===== config.mk =====
export PLATFORM = sky130hd
export DESIGN_NAME = alu_serial_ctrl
export DESIGN_NICKNAME = d
export VERILOG_FILES = /design/src/rtl/alu_serial_ctrl.sv
export SDC_FILE = /design/constraint.sdc
export NUM_CORES = 1
export LEC_CHECK = 0
export BUFFER_PORTS_ARGS = -buffer_cell sky130_fd_sc_hd__buf_2
export CAP_MARGIN = 0
export CORE_MARGIN = 1.5
export CORE_UTILIZATION = 55
export DETAILED_ROUTE_END_ITERATION = 8
export HOLD_SLACK_MARGIN = 0.08
export PLACE_DENSITY = 0.79
export SLEW_MARGIN = 20
export SYNTH_ARGS = -nofsm -noshare
export SYNTH_HDL_FRONTEND = slang
export SYNTH_SLANG_ARGS = --single-unit
export TNS_END_PERCENT = 50

===== constraint.sdc =====
create_clock -name clk_i -period 12.1 [get_ports clk_i]
set_input_delay 1.815 -clock clk_i [delete_from_list [all_inputs] [get_ports clk_i]]
set_output_delay 1.815 -clock clk_i [all_outputs]
set_load 0.02 [all_outputs]

===== src/rtl/alu_serial_ctrl.sv =====
// Bit-serial sequencer that drives one 1-bit ALU slice across a WIDTH-bit operand, LSB first.
// Optional build macro ALU_SERIAL_SIGNED_CMP_EN: signed less-than (sign ^ ovf) plus an ovf_o port.
module alu_serial_ctrl #(
    parameter int WIDTH = 32,
    parameter int CNT_W = $clog2(WIDTH)
) (
    input  logic             clk_i,
    input  logic             rst_i,
    input  logic             start_i,
    input  logic [WIDTH-1:0] src1_i,
    input  logic [WIDTH-1:0] src2_i,
    input  logic [3:0]       ctrl_i,
    input  logic [2:0]       bonus_op_i,
    output logic             slice_src1_o,
    output logic             slice_src2_o,
    output logic             slice_less_o,
    output logic             slice_equal_o,
    output logic             slice_a_inv_o,
    output logic             slice_b_inv_o,
    output logic             slice_cin_o,
    output logic [1:0]       slice_op_o,
    output logic [2:0]       slice_bonus_op_o,
    input  logic             slice_result_i,
    input  logic             slice_cout_i,
    output logic [WIDTH-1:0] result_o,
    output logic             zero_o,
    output logic             cout_o,
`ifdef ALU_SERIAL_SIGNED_CMP_EN
    output logic             ovf_o,
`endif
    output logic             busy_o,
    output logic             done_o,
    output logic [1:0]       dbg_state_o
);

    // Handshake: start_i is sampled only in IDLE; operands are latched on that edge.
    // busy_o is high while bits are being processed; done_o pulses for one cycle once
    // result_o/zero_o are updated, and a new start_i is accepted from that cycle on.

    typedef enum logic [1:0] {
        IDLE = 2'd0,
        RUN  = 2'd1,
        CMP  = 2'd2,
        DONE = 2'd3
    } state_t;

    localparam logic [CNT_W-1:0] LAST_IDX = CNT_W'(WIDTH - 1);

    state_t state, state_nxt;

    logic [WIDTH-1:0] a_q;
    logic [WIDTH-1:0] b_q;
    logic [3:0]       ctrl_q;
    logic [2:0]       bonus_q;
    logic [CNT_W-1:0] idx;
    logic             carry;
    logic             eq;
    logic             sign;
    logic [WIDTH-1:0] res;
    logic             is_cmp;
    logic             last_bit;
    logic             less;
`ifdef ALU_SERIAL_SIGNED_CMP_EN
    logic             ovf;
`endif

    assign is_cmp   = (ctrl_q[1:0] == 2'b11);
    assign last_bit = (idx == LAST_IDX);

`ifdef ALU_SERIAL_SIGNED_CMP_EN
    assign less = sign ^ ovf;
`else
    // Raw MSB of the difference, identical to the combinational ripple ALU.
    assign less = sign;
`endif

    assign busy_o      = (state == RUN) || (state == CMP);
    assign dbg_state_o = state;

    always_ff @(posedge clk_i or posedge rst_i) begin
        if (rst_i) begin
            state <= IDLE;
        end else begin
            state <= state_nxt;
        end
    end

    always_comb begin
        state_nxt        = state;
        slice_src1_o     = 1'b0;
        slice_src2_o     = 1'b0;
        slice_less_o     = 1'b0;
        slice_equal_o    = 1'b0;
        slice_a_inv_o    = 1'b0;
        slice_b_inv_o    = 1'b0;
        slice_cin_o      = 1'b0;
        slice_op_o       = 2'b00;
        slice_bonus_op_o = 3'b000;
        case (state)
            IDLE: begin
                if (start_i) begin
                    state_nxt = RUN;
                end
            end
            RUN: begin
                slice_src1_o = a_q[idx];
                slice_src2_o = b_q[idx];
                slice_cin_o  = carry;
                if (is_cmp) begin
                    // Compare runs the slice as a subtractor to form the difference.
                    slice_a_inv_o = 1'b0;
                    slice_b_inv_o = 1'b1;
                    slice_op_o    = 2'b10;
                end else begin
                    slice_a_inv_o = ctrl_q[3];
                    slice_b_inv_o = ctrl_q[2];
                    slice_op_o    = ctrl_q[1:0];
                end
                if (last_bit) begin
                    state_nxt = is_cmp ? CMP : DONE;
                end
            end
            CMP: begin
                slice_op_o       = 2'b11;
                slice_bonus_op_o = (bonus_q == 3'd6) ? 3'd7 : bonus_q;
                slice_less_o     = less;
                slice_equal_o    = eq;
                state_nxt        = DONE;
            end
            DONE: begin
                state_nxt = IDLE;
            end
            default: begin
                state_nxt = IDLE;
            end
        endcase
    end

    always_ff @(posedge clk_i or posedge rst_i) begin
        if (rst_i) begin
            a_q      <= '0;
            b_q      <= '0;
            ctrl_q   <= '0;
            bonus_q  <= '0;
            idx      <= '0;
            carry    <= 1'b0;
            eq       <= 1'b0;
            sign     <= 1'b0;
            res      <= '0;
            result_o <= '0;
            zero_o   <= 1'b0;
            cout_o   <= 1'b0;
            done_o   <= 1'b0;
`ifdef ALU_SERIAL_SIGNED_CMP_EN
            ovf      <= 1'b0;
            ovf_o    <= 1'b0;
`endif
        end else begin
            done_o <= 1'b0;
            case (state)
                IDLE: begin
                    if (start_i) begin
                        a_q     <= src1_i;
                        b_q     <= src2_i;
                        ctrl_q  <= ctrl_i;
                        bonus_q <= bonus_op_i;
                        idx     <= '0;
                        carry   <= (ctrl_i[1:0] == 2'b11) ? 1'b1 : ctrl_i[2];
                        eq      <= 1'b1;
                        res     <= '0;
                    end
                end
                RUN: begin
                    res[idx] <= slice_result_i;
                    carry    <= slice_cout_i;
                    if (is_cmp) begin
                        eq <= eq & ~slice_result_i;
                    end
                    if (last_bit) begin
                        cout_o <= slice_cout_i;
                        sign   <= slice_result_i;
`ifdef ALU_SERIAL_SIGNED_CMP_EN
                        // Carry into the MSB differs from carry out on two's-complement overflow.
                        ovf    <= carry ^ slice_cout_i;
`endif
                    end else begin
                        idx <= idx + 1'b1;
                    end
                end
                CMP: begin
                    res <= {{(WIDTH-1){1'b0}}, slice_result_i};
                end
                DONE: begin
                    result_o <= res;
                    zero_o   <= (res == '0);
                    done_o   <= 1'b1;
`ifdef ALU_SERIAL_SIGNED_CMP_EN
                    ovf_o    <= ovf;
`endif
                end
                default: begin
                end
            endcase
        end
    end

endmodule


Word level (Yosys, flattened, before mapping)
Cells that the tools add are included.

storage, ports and cells
  register bits = 148
  bits in latches = 0
  RAM bits = 0
  bits in read-only memories = 0
  input bits = 76
  output and inout bits = 50
  logic and storage cells = 79
  memories = 0

operators by class
  $add $sub $neg = 1
  $mul = 0
  div/mod/pow operators = 0
  $lt $le $gt $ge = 2
  equal/unequal tests = 11
  shift operators = 0
  multiplexer cells = 36
  bitwise operators = 2
  reduce and logical (&&, ||, !) cells = 13

operators with widths
  cell                                                                                 count
  32-bit one-hot mux with 3 select lines                                               1
  32-bit bitwise mux                                                                   1
  32-bit logical NOT                                                                   1
  32-bit 2-to-1 mux                                                                    1
  1-bit 2-to-1 mux                                                                     18
  1-bit binary-select mux with 5-bit select                                            2
  5-bit 2-to-1 mux                                                                     2
  5-bit one-hot mux with 2 select lines                                                1
  2-bit AND reduction                                                                  5
  2-bit == test, second input constant                                                 4
  2-bit inequality test, second input constant                                         4
  2-bit one-hot mux with 4 select lines                                                1
  5-bit by 6-bit less-than comparator with 1-bit output, second input constant         1
  2-bit 2-to-1 mux                                                                     3
  3-bit 2-to-1 mux                                                                     2
  3-bit AND reduction                                                                  2
  5-bit by 1-bit adder with 5-bit output, second input constant                        1
  1-bit demux with 5-bit select                                                        1
  5-bit == test, second input constant                                                 1
  5-bit by 1-bit greater-or-equal comparator with 1-bit output, second input constant  1
  1-bit one-hot mux with 2 select lines                                                2
  2-bit one-hot mux with 2 select lines                                                1
  3-bit == test, second input constant                                                 1
  3-bit nonzero test                                                                   1
  7 further kinds                                                                      7

Longest topological paths before layout
Gate-level depths: netlist (run 1).

  word-level depth = 6
  depth in mapped cells = 9
  gate-level depth less buffers = 7

Worst setup path after synthesis (run 1)
No wires, ideal clock.

  path type = register -> output
  start point = register idx[2]
  end point = output slice_src1_o
  arrival time = 1.658 ns
  path slack = 8.627 ns
  stages on the path, launching flop included = 7
  path buffers = 2
  cells stage by stage = dfrtp_1 buf_2 or3_1 clkbuf_1 o21ai_0 o21ai_0 a31oi_1

between the ends
  cells in the longest elaborated chain, start to end = 3

ends and longest elaborated chain
  what                                       RTL line  RTL
  start, declared                            55        logic [CNT_W-1:0] idx;
  start signal, assigned                     187       idx <= idx + 1'b1;
  1-bit binary-select mux with 5-bit select  106       slice_src1_o = a_q[idx];
  1-bit 2-to-1 mux (not written as such)     106
  1-bit 2-to-1 mux                           99        case (state)
  end, declared                              14        output logic slice_src1_o,

No other way between the ends. The select of a mux whose other input is x is not followed.

Worst setup path in the final report (run 1)
  start point = register idx[0]
  end point = output slice_src1_o

Same word-level chain as after synthesis.

==> flow_summary.json, run 1 <==
{
  "ys_warn_count": 0,
  "maxSlewViolCount": 0,
  "synth-adder-area-share_pct": 1.816,
  "cts_sinks": 148,
  "viasPerCell": 5.699,
  "synth.area.top_cells": "dfrtp_1 (54%), mux2_2 (17%), o22ai_1 (3.3%)",
  "worstHoldStart": "a_q[22]$_DFFE_PP0P_",
  "arrival_ns": 2.58,
  "vias": 4924,
  "setup_tns_ns": 0,
  "die_x_microns": 114.9,
  "syn_nets": 663,
  "regToRegSetupSlack_ns": 9.45,
  "ioPinCount": 126,
  "cts_resized": 0,
  "synth_edf_count": 0,
  "synth_compound_area_share_pct": 9.933,
  "crit_chain": "mux4_1, a22o_1, a221oi_2, a31oi_1, buf_2",
  "cts_inserted_buffers": 17,
  "port_buffers": 125,
  "synth_xor_area_share_pct": 0,
  "max_slew.worst_pin.slew_ns": 0.9347,
  "cts_tree": "built",
  "synth_mux_area_share_pct": 22.53,
  "grt_util_all_layers_pct": 24.25,
  "h-tree-depth": 4,
  "rr_worst_depth": 6,
  "leakagePower_nw": 3.806,
  "setup_violations": 0,
  "synth_flop_cell": "dfrtp_1",
  "clock_path_buffers": 2,
  "hold-worst-slack_ns": 0.4959,
  "rr_endpoint": "dbg_state_o[0]$_DFFE_PP0P_",
  "critPathKind": "flop to primary output",
  "end_kind": "primary output",
  "clk_pin_slew_worst_paths_ns": 0.06,
  "slew_headroom_pct": 37.68,
  "clk_latency_ns": 0.43,
  "synth_cell_types": 44,
  "grt_start_max_net_pins": 77,
  "hp-class": "flop to flop",
  "path_depth": 5,
  "synth_area_sq_um": 6890,
  "cts_root_buffer": "clkbuf_16",
  "min_period_ns": 4.392,
  "post_drt_wl_per_cell_microns": 17.62,
  "gp_congestion": 0.8595,
  "drtAntennaViolNets": 0,
  "cp.required_ns": 10.28,
  "drive_gt1_share_pct": 39.37,
  "max-cap-violations": 0,
  "overflow": 0,
  "fillers": 896,
  "grt_setup_unrepaired": "false",
  "fin_crit_sh_pct": 36.30,
  "crit_buf_inv": 1,
  "remaining_drc_errors": 0,
  "antenna_found_initial": 0,
  "holdBufCountCts": 0,
  "core_region_area_sq_um": 12110,
  "cp_top_family": "flip-flops",
  "cp_slowest_cell": "dfrtp_1",
  "synth_top_family_by_area": "multiplexers",
  "postCtsSetupBuffers": 0,
  "layout.nets": 771,
  "first_pass_iters": 5,
  "crit_fanout": 19,
  "ir_drop_uv": 141.1,
  "drt-initial-drc-count": 327,
  "hold_violations": 0,
  "diodes": 0,
  "hold_depth": 1,
  "synth-simple-area-share_pct": 7.136,
  "max_freq_mhz": 227.7,
  "grt_first_pass_wirelength_microns": 24420,
  "wirelength_microns": 15220,
  "p_per_area_nw_per_um2": 240.0,
  "yosysTopAreaCell": "dfrtp_1",
  "grt_pass1_vias": 4865,
  "slowest_delay_ns": 0.80,
  "reg2reg_from": "idx[0]$_DFFE_PP0P_",
  "synth_top_area_share_pct": 53.75,
  "dieHeight_microns": 114.9,
  "start_util_pct": 56.89,
  "avgSynthCellArea_sq_um": 11.94,
  "fin_worst_skew_ns": 0.009265,
  "status": "completed",
  "rows": 40,
  "post-dp-hpwl_microns": 10670,
  "min_to": "a_q[22]$_DFFE_PP0P_",
  "ys_seq_area_share_pct": 53.75,
  "synthCells": 577,
  "async_flop_share_pct": 100.0,
  "die_area_sq_um": 13210,
  "critPathLaunchType": "flop",
  "area_growth_pct": 18.63,
  "synth-seq-cells": 148
}
[how the worst max path moves through the flow]
stage / startpoint / endpoint / slack [ns]
finish: idx[0]$_DFFE_PP0P_ / slice_src1_o / 7.71
detailed placement: start_i / res[6]$_DFFE_PP0P_ / 8.12
global placement: idx[0]$_DFFE_PP0P_ / slice_src1_o / 8.20
CTS: idx[0]$_DFFE_PP0P_ / slice_src1_o / 7.68
global route: idx[0]$_DFFE_PP0P_ / slice_src1_o / 7.56
floorplan: rst_i / a_q[0]$_DFFE_PP0P_ / 6.31
[through the flow]
step | setup slack [ns] | cell area (sq um) | std cells | power, mW | utilization (%)
2_1_floorplan | 6.305 | 6890 | 577 | 1.272 | -
3_3_place_gp | 8.201 | 7581 | 834 | 1.412 | 62.59
3_5_place_dp | 8.123 | 7581 | 834 | 1.445 | 62.59
4_1_cts | 7.678 | 8165 | 864 | 1.966 | 67.42
5_1_grt | 7.559 | 8174 | 864 | 2.067 | 67.49
6_report | 7.708 | 8174 | 864 | 1.962 | 67.49
[metal layers]
layer	track usage (%)	vias up	part of all wire, %
met3	6.747	26	6.9
met5	0	-	0
met1	31.70	2417	43
li1	-	2280	-
met4	9.053	0	1.5
met2	38.97	201	49
[cell type report]
cell class / instances / area (sq um) / share of cell area [%]
clock inverters: 9 / 103.9 / 1.270
multi-input cells: 350 / 2869 / 35.10
flip-flops and latches: 148 / 3704 / 45.31
inverters: 39 / 151.4 / 1.852
well taps: 168 / 210.2 / 2.572
repair buffers: 129 / 655.6 / 8.021
clock buffers: 21 / 480.5 / 5.878
[cell usage after synthesis (6+ instances only)]
library cell,number
nand2_1,40
mux2i_1,16
buf_2,22
o21ai_0,23
clkbuf_1,15
a21oi_1,40
ha_1,10
and2_1,6
inv_1,39
o22ai_1,36
nand3_1,8
mux2_2,106
dfrtp_1,148
[registers in the layout, summed over array words and instances, names as in the netlist, 2 cells and up]
register,cells
b_q,32
a_q,32
idx,5
ctrl_q,4
dbg_state_o,2
res,32
bonus_q,3
result_o,32
[cells in the final DEF (no fill, tap or decap), types with 3 or more instances in the layout]
cell	count
dfrtp_1	148
buf_2	125
mux2_2	106
a21oi_1	40
nand2_1	39
inv_1	38
o22ai_1	36
o21ai_0	23
clkbuf_16	17
mux2i_1	16
ha_1	10
nand3_1	8
and2_1	6
nor3_1	5
mux4_1	5
nor4_1	5
nor3b_1	4
clkbuf_8	4
clkinv_2	4
buf_4	4
nand3b_1	3
and3b_1	3
nor2_1	3
nor2b_1	3
a22o_1	3
mux4_2	3
[worst register-to-register path: stages, from the launching register on]
cell     delay, ns
dfrtp_1       0.80
ha_1          0.46
and3_1        0.28
ha_1          0.34
o21ai_0       0.22
o31ai_1       0.31
o31ai_1       0.12
[where the power goes]
group	total, mW	switching, mW	leakage, nW	internal (mW)
logic	0.715	0.383	1.63	0.332
registers	0.732	0.0932	1.89	0.639
clock network	0.515	0.194	0.287	0.321
total	1.96	0.670	3.81	1.29
[logic make-up (layout without fill, tap and decap cells)]
group	after synthesis	count (layout)
compound gates	116	116
fa+ha+maj	10	10
buf+inv	79	198
flops	148	148
mux	130	130
simple gates	94	94
Note: power is estimated with default switching activity, not from simulation.
==> run 2, diff against run 1 <==
Settings changed: CORE_UTILIZATION 55 to 50, PLACE_DENSITY 0.79 to 0.76.
Clock period 12.1 ns to 3.9 ns, I/O delays scaled along.
==> flow_summary.json, run 2 (synthesis gave the netlist of run 1 again) <==
{
  "slew_headroom_pct": 35.16,
  "max-cap-violations": 0,
  "drt-initial-drc-count": 428,
  "start_util_pct": 51.62,
  "max_freq_mhz": 310.2,
  "power.total_mw": 6.102,
  "cts_root_buffer": "clkbuf_16",
  "ir_drop_uv": 349.3,
  "gp_congestion": 0.8260,
  "post_drt_wl_per_cell_microns": 17.93,
  "wirelength_microns": 15720,
  "remaining_drc_errors": 0,
  "end_kind": "primary output",
  "holdBufCountCts": 0,
  "viasPerCell": 5.704,
  "hold_violations": 0,
  "rows": 42,
  "layout.nets": 773,
  "fillers": 1058,
  "fin_worst_skew_ns": 0.01129,
  "layout_common_cells": "dfrtp_1 (148), buf_2 (125), mux2_2 (106)",
  "dieHeight_microns": 120.4,
  "critPathKind": "flop to primary output",
  "critPathLaunchType": "flop",
  "min_period_ns": 3.224,
  "ioPinCount": 126,
  "postCtsSetupBuffers": 0,
  "setup_tns_ns": 0,
  "drtAntennaViolNets": 0,
  "placed_area_sq_um": 7630,
  "leakagePower_nw": 3.811,
  "design_area_sq_um": 8227,
  "cts_tree": "built",
  "port_buffers": 125,
  "h-tree-depth": 4,
  "cts_resized": 0,
  "grt_pass1_vias": 5048,
  "clk_pin_slew_worst_paths_ns": 0.06,
  "cts_sinks": 148,
  "crit_fanout": 19,
  "grt_util_all_layers_pct": 22.73,
  "maxSlewViolCount": 0,
  "die_area_sq_um": 14490,
  "grt_setup_unrepaired": "false",
  "area_growth_pct": 19.39,
  "grt_first_pass_wirelength_microns": 25500,
  "hp-class": "primary input to asynchronous set/reset pin",
  "clk_latency_ns": 0.42,
  "drive_gt1_share_pct": 39.43,
  "post-dp-hpwl_microns": 11130,
  "overflow": 0,
  "cts_inserted_buffers": 17,
  "setup_violations": 0,
  "cp.required_ns": 3.31,
  "grt_start_max_net_pins": 75,
  "first_pass_iters": 5,
  "p_per_area_nw_per_um2": 741.7,
  "fin_crit_sh_pct": 82.67,
  "vias": 5002,
  "status": "completed",
  "final_common_cell": "dfrtp_1",
  "die_x_microns": 120.4,
  "max_slew.worst_pin.slew_ns": 0.9692,
  "core_region_area_sq_um": 13350,
  "clock_path_buffers": 2,
  "antenna_found_initial": 1,
  "arrival_ns": 2.64
}
[run 2: layer usage]
layer / GRT usage, % / routed length, microns / share of wire, %
met4: 8.162 / 192 / 1.2
met3: 6.557 / 1091 / 6.9
met5: 0 / 10 / 0.064
met2: 37.78 / 7945 / 51
met1: 28.40 / 6481 / 41
[run 2: final cells by class]
class,instances,area (sq um),share of cell area [%]
Tap cell,176,220.2,2.677
Timing Repair Buffer,131,695.7,8.456
Clock buffer,20,456.7,5.551
Clock inverter,12,130.1,1.582
Inverter,39,150.1,1.825
Antenna cell,1,2.502,0.03042
Multi-Input combinational cell,350,2868,34.86
Sequential cell,148,3704,45.02
[run 2: path summary, 6_finish.rpt]
kind	end	start	slack [ns]	cells after the start
min in group clk_i	b_q[26]$_DFFE_PP0P_	src2_i[26]	0.39	2
max in group asynchronous	res[24]$_DFFE_PP0P_	rst_i	2.64	3
setup reg to reg	dbg_state_o[0]$_DFFE_PP0P_	idx[1]$_DFFE_PP0P_	1.23	6
hold reg to reg	result_o[24]$_DFFE_PP0P_	result_o[24]$_DFFE_PP0P_	0.50	1
setup / recovery	slice_src2_o	idx[0]$_DFFE_PP0P_	0.68	5
hold / removal	result_o[30]$_DFFE_PP0P_	rst_i	0.36	2
[run 2: report_power, final]
group	total, mW	switching [mW]	internal [mW]
Clock	1.59	0.614	0.973
Combinational	2.20	1.15	1.05
Sequential	2.32	0.335	1.98
Total	6.10	2.10	4.00
[run 2: per-stage QoR]
step                      utilization [%]  instances  hold WS (ns)  worst slack (ns)
after floorplan                         -        577        0.4704             1.454
after global placement              57.16        844        0.4813             1.196
after detailed placement            57.16        844        0.4903             1.095
after CTS                           61.56        876        0.3737            0.6374
after global routing                61.61        876        0.3779            0.5457
final                               61.63        877        0.3635            0.6760
[run 2: worst max-delay path: stages, from the launching register on]
cell and delay [ns]:
dfrtp_1 0.84, mux4_2 0.60, a22o_1 0.25, a221oi_2 0.21, a31oi_1 0.12, buf_2 0.18
==> run 3, diff against run 2 <==
Settings changed: CORE_UTILIZATION 50 to 55, PLACE_DENSITY 0.76 to 0.79.
Clock period 3.9 ns to 3.1 ns, I/O delays scaled along.
==> flow_summary.json, run 3 (synthesis gave the netlist of run 1 again) <==
{
  "top_layer": "met4",
  "grt_pass1_vias": 5059,
  "wirelength_microns": 15630,
  "setup_violations": 0,
  "layout.nets": 779,
  "layout_common_cells": "dfrtp_1 (148), buf_2 (125), mux2_2 (106)",
  "wl_met1_microns": 6442,
  "die_x_microns": 114.9,
  "fillers": 909,
  "viasPerCell": 5.742,
  "postCtsSetupBuffers": 0,
  "fin_crit_sh_pct": 95.74,
  "met3_length_microns": 1004,
  "cts_resized": 0,
  "max-cap-violations": 0,
  "holdBufCountCts": 0,
  "grt_start_max_net_pins": 42,
  "final_common_cell": "dfrtp_1",
  "intPower_mw": 5.191,
  "fin_worst_skew_ns": 0.008640,
  "ir_drop_uv": 586.3,
  "overflow": 0,
  "grt_util_all_layers_pct": 25.37,
  "rows": 40,
  "critPathLaunchType": "flop",
  "cp.required_ns": 2.63,
  "sequentialPowerShare_pct": 36.9,
  "clock_path_buffers": 2,
  "hp-class": "primary input to asynchronous set/reset pin",
  "max_freq_mhz": 336.9,
  "remaining_drc_errors": 0,
  "cts_root_buffer": "clkbuf_16",
  "core_region_area_sq_um": 12110,
  "cts_tree": "built",
  "critPathKind": "flop to primary output",
  "end_kind": "primary output",
  "status": "completed",
  "route.met2.wl_microns": 7851,
  "start_util_pct": 56.89,
  "maxSlewViolCount": 0,
  "grt_first_pass_wirelength_microns": 25460,
  "first_pass_iters": 5,
  "clk_latency_ns": 0.43,
  "cts_inserted_buffers": 17,
  "power_frac_comb_pct": 35.7,
  "dieHeight_microns": 114.9,
  "grt_setup_unrepaired": "false",
  "p_clk_share_pct": 27.4,
  "drtAntennaViolNets": 0,
  "p_per_area_nw_per_um2": 944.5,
  "leakagePower_nw": 3.876,
  "post-route-util_pct": 68.64,
  "post_drt_wl_per_cell_microns": 17.86,
  "hold_violations": 0,
  "slew_headroom_pct": 36.97,
  "crit_fanout": 13,
  "max_slew.worst_pin.slew_ns": 0.9434,
  "hold-worst-slack_ns": 0.2360,
  "drive_gt1_share_pct": 39.94,
  "switching_share_pct": 33.89,
  "h-tree-depth": 4,
  "antenna_found_initial": 0,
  "port_buffers": 125,
  "power_switching_mw": 2.661,
  "setup_tns_ns": 0,
  "vias": 5024,
  "area_growth_pct": 20.65,
  "min_period_ns": 2.968,
  "cts_sinks": 148,
  "gp_congestion": 0.8441,
  "post-dp-hpwl_microns": 11190,
  "ioPinCount": 126,
  "arrival_ns": 2.50,
  "die_area_sq_um": 13210,
  "clk_pin_slew_worst_paths_ns": 0.06,
  "drt-initial-drc-count": 296
}
## run 3: cell types whose count changed in the layout (fill, tap and decap cells not counted), sizes merged
| cell | before | now |
|---|---|---|
| buf | 131 | 137 |
| clkbuf | 20 | 19 |
| inv | 39 | 38 |
| clkinv | 4 | 8 |
| bufinv | 2 | 4 |
| clkinvlp | 6 | 2 |
## run 3: critical path, stage by stage, from the launching register on
cell and delay, ns:
dfrtp_1 0.46, buf_4 0.27, mux4_1 0.59, a22o_1 0.21, a221oi_2 0.21, a31oi_1 0.15
buf_2 0.18
## run 3: per-stage QoR
step	cells	setup slack [ns]	instance area, sq um	total power, mW
finish	875	0.1320	8313	7.851
CTS	874	0.1170	8303	7.878
floorplan	577	0.7740	6894	4.965
global placement	842	0.6626	7677	5.554
detailed placement	842	0.6416	7677	5.690
global route	874	0.04053	8310	8.274
## run 3: per-layer routing
metal | global-route usage [%] | up-vias
met4 | 10.95 | 0
met3 | 6.958 | 29
met5 | 0 | -
met2 | 42.30 | 196
met1 | 31.24 | 2501
li1 | - | 2298
## run 3: path summary, 6_finish.rpt
path,end,startpoint,cells after the start,slack (ns)
worst max-delay path,slice_src1_o,idx[0]$_DFFE_PP0P_,6,0.13
worst min-delay path,res[27]$_DFFE_PP0P_,rst_i,2,0.24
worst max register to register,idx[3]$_DFFE_PP0P_,idx[1]$_DFFE_PP0P_,7,0.64
worst min register to register,result_o[16]$_DFFE_PP0P_,result_o[16]$_DFFE_PP0P_,1,0.50
max in group asynchronous,result_o[5]$_DFFE_PP0P_,rst_i,3,2.13
min in group clk_i,b_q[0]$_DFFE_PP0P_,src2_i[0],2,0.27
## run 3: final cells by class
type	count	area, sq um	area share, %
clock inverter	13	182.7	2.197
sequential	148	3704	44.55
antenna	1	2.502	0.03010
tap	168	210.2	2.529
timing repair buffer	137	753.2	9.061
multi-input combinational	350	2868	34.50
inverter	39	150.1	1.806
clock buffer	19	442.9	5.328
## run 3: power by group through the flow
| stage | registers (mW) | clock network [mW] | logic (mW) |
|---|---|---|---|
| 2_1_floorplan | 2.77 | 0 | 2.19 |
| 3_3_place_gp | 2.89 | 0 | 2.66 |
| 3_5_place_dp | 2.92 | 0 | 2.77 |
| 4_1_cts | 2.89 | 2.19 | 2.80 |
| 5_1_grt | 2.96 | 2.27 | 3.04 |
| 6_report | 2.90 | 2.15 | 2.80 |
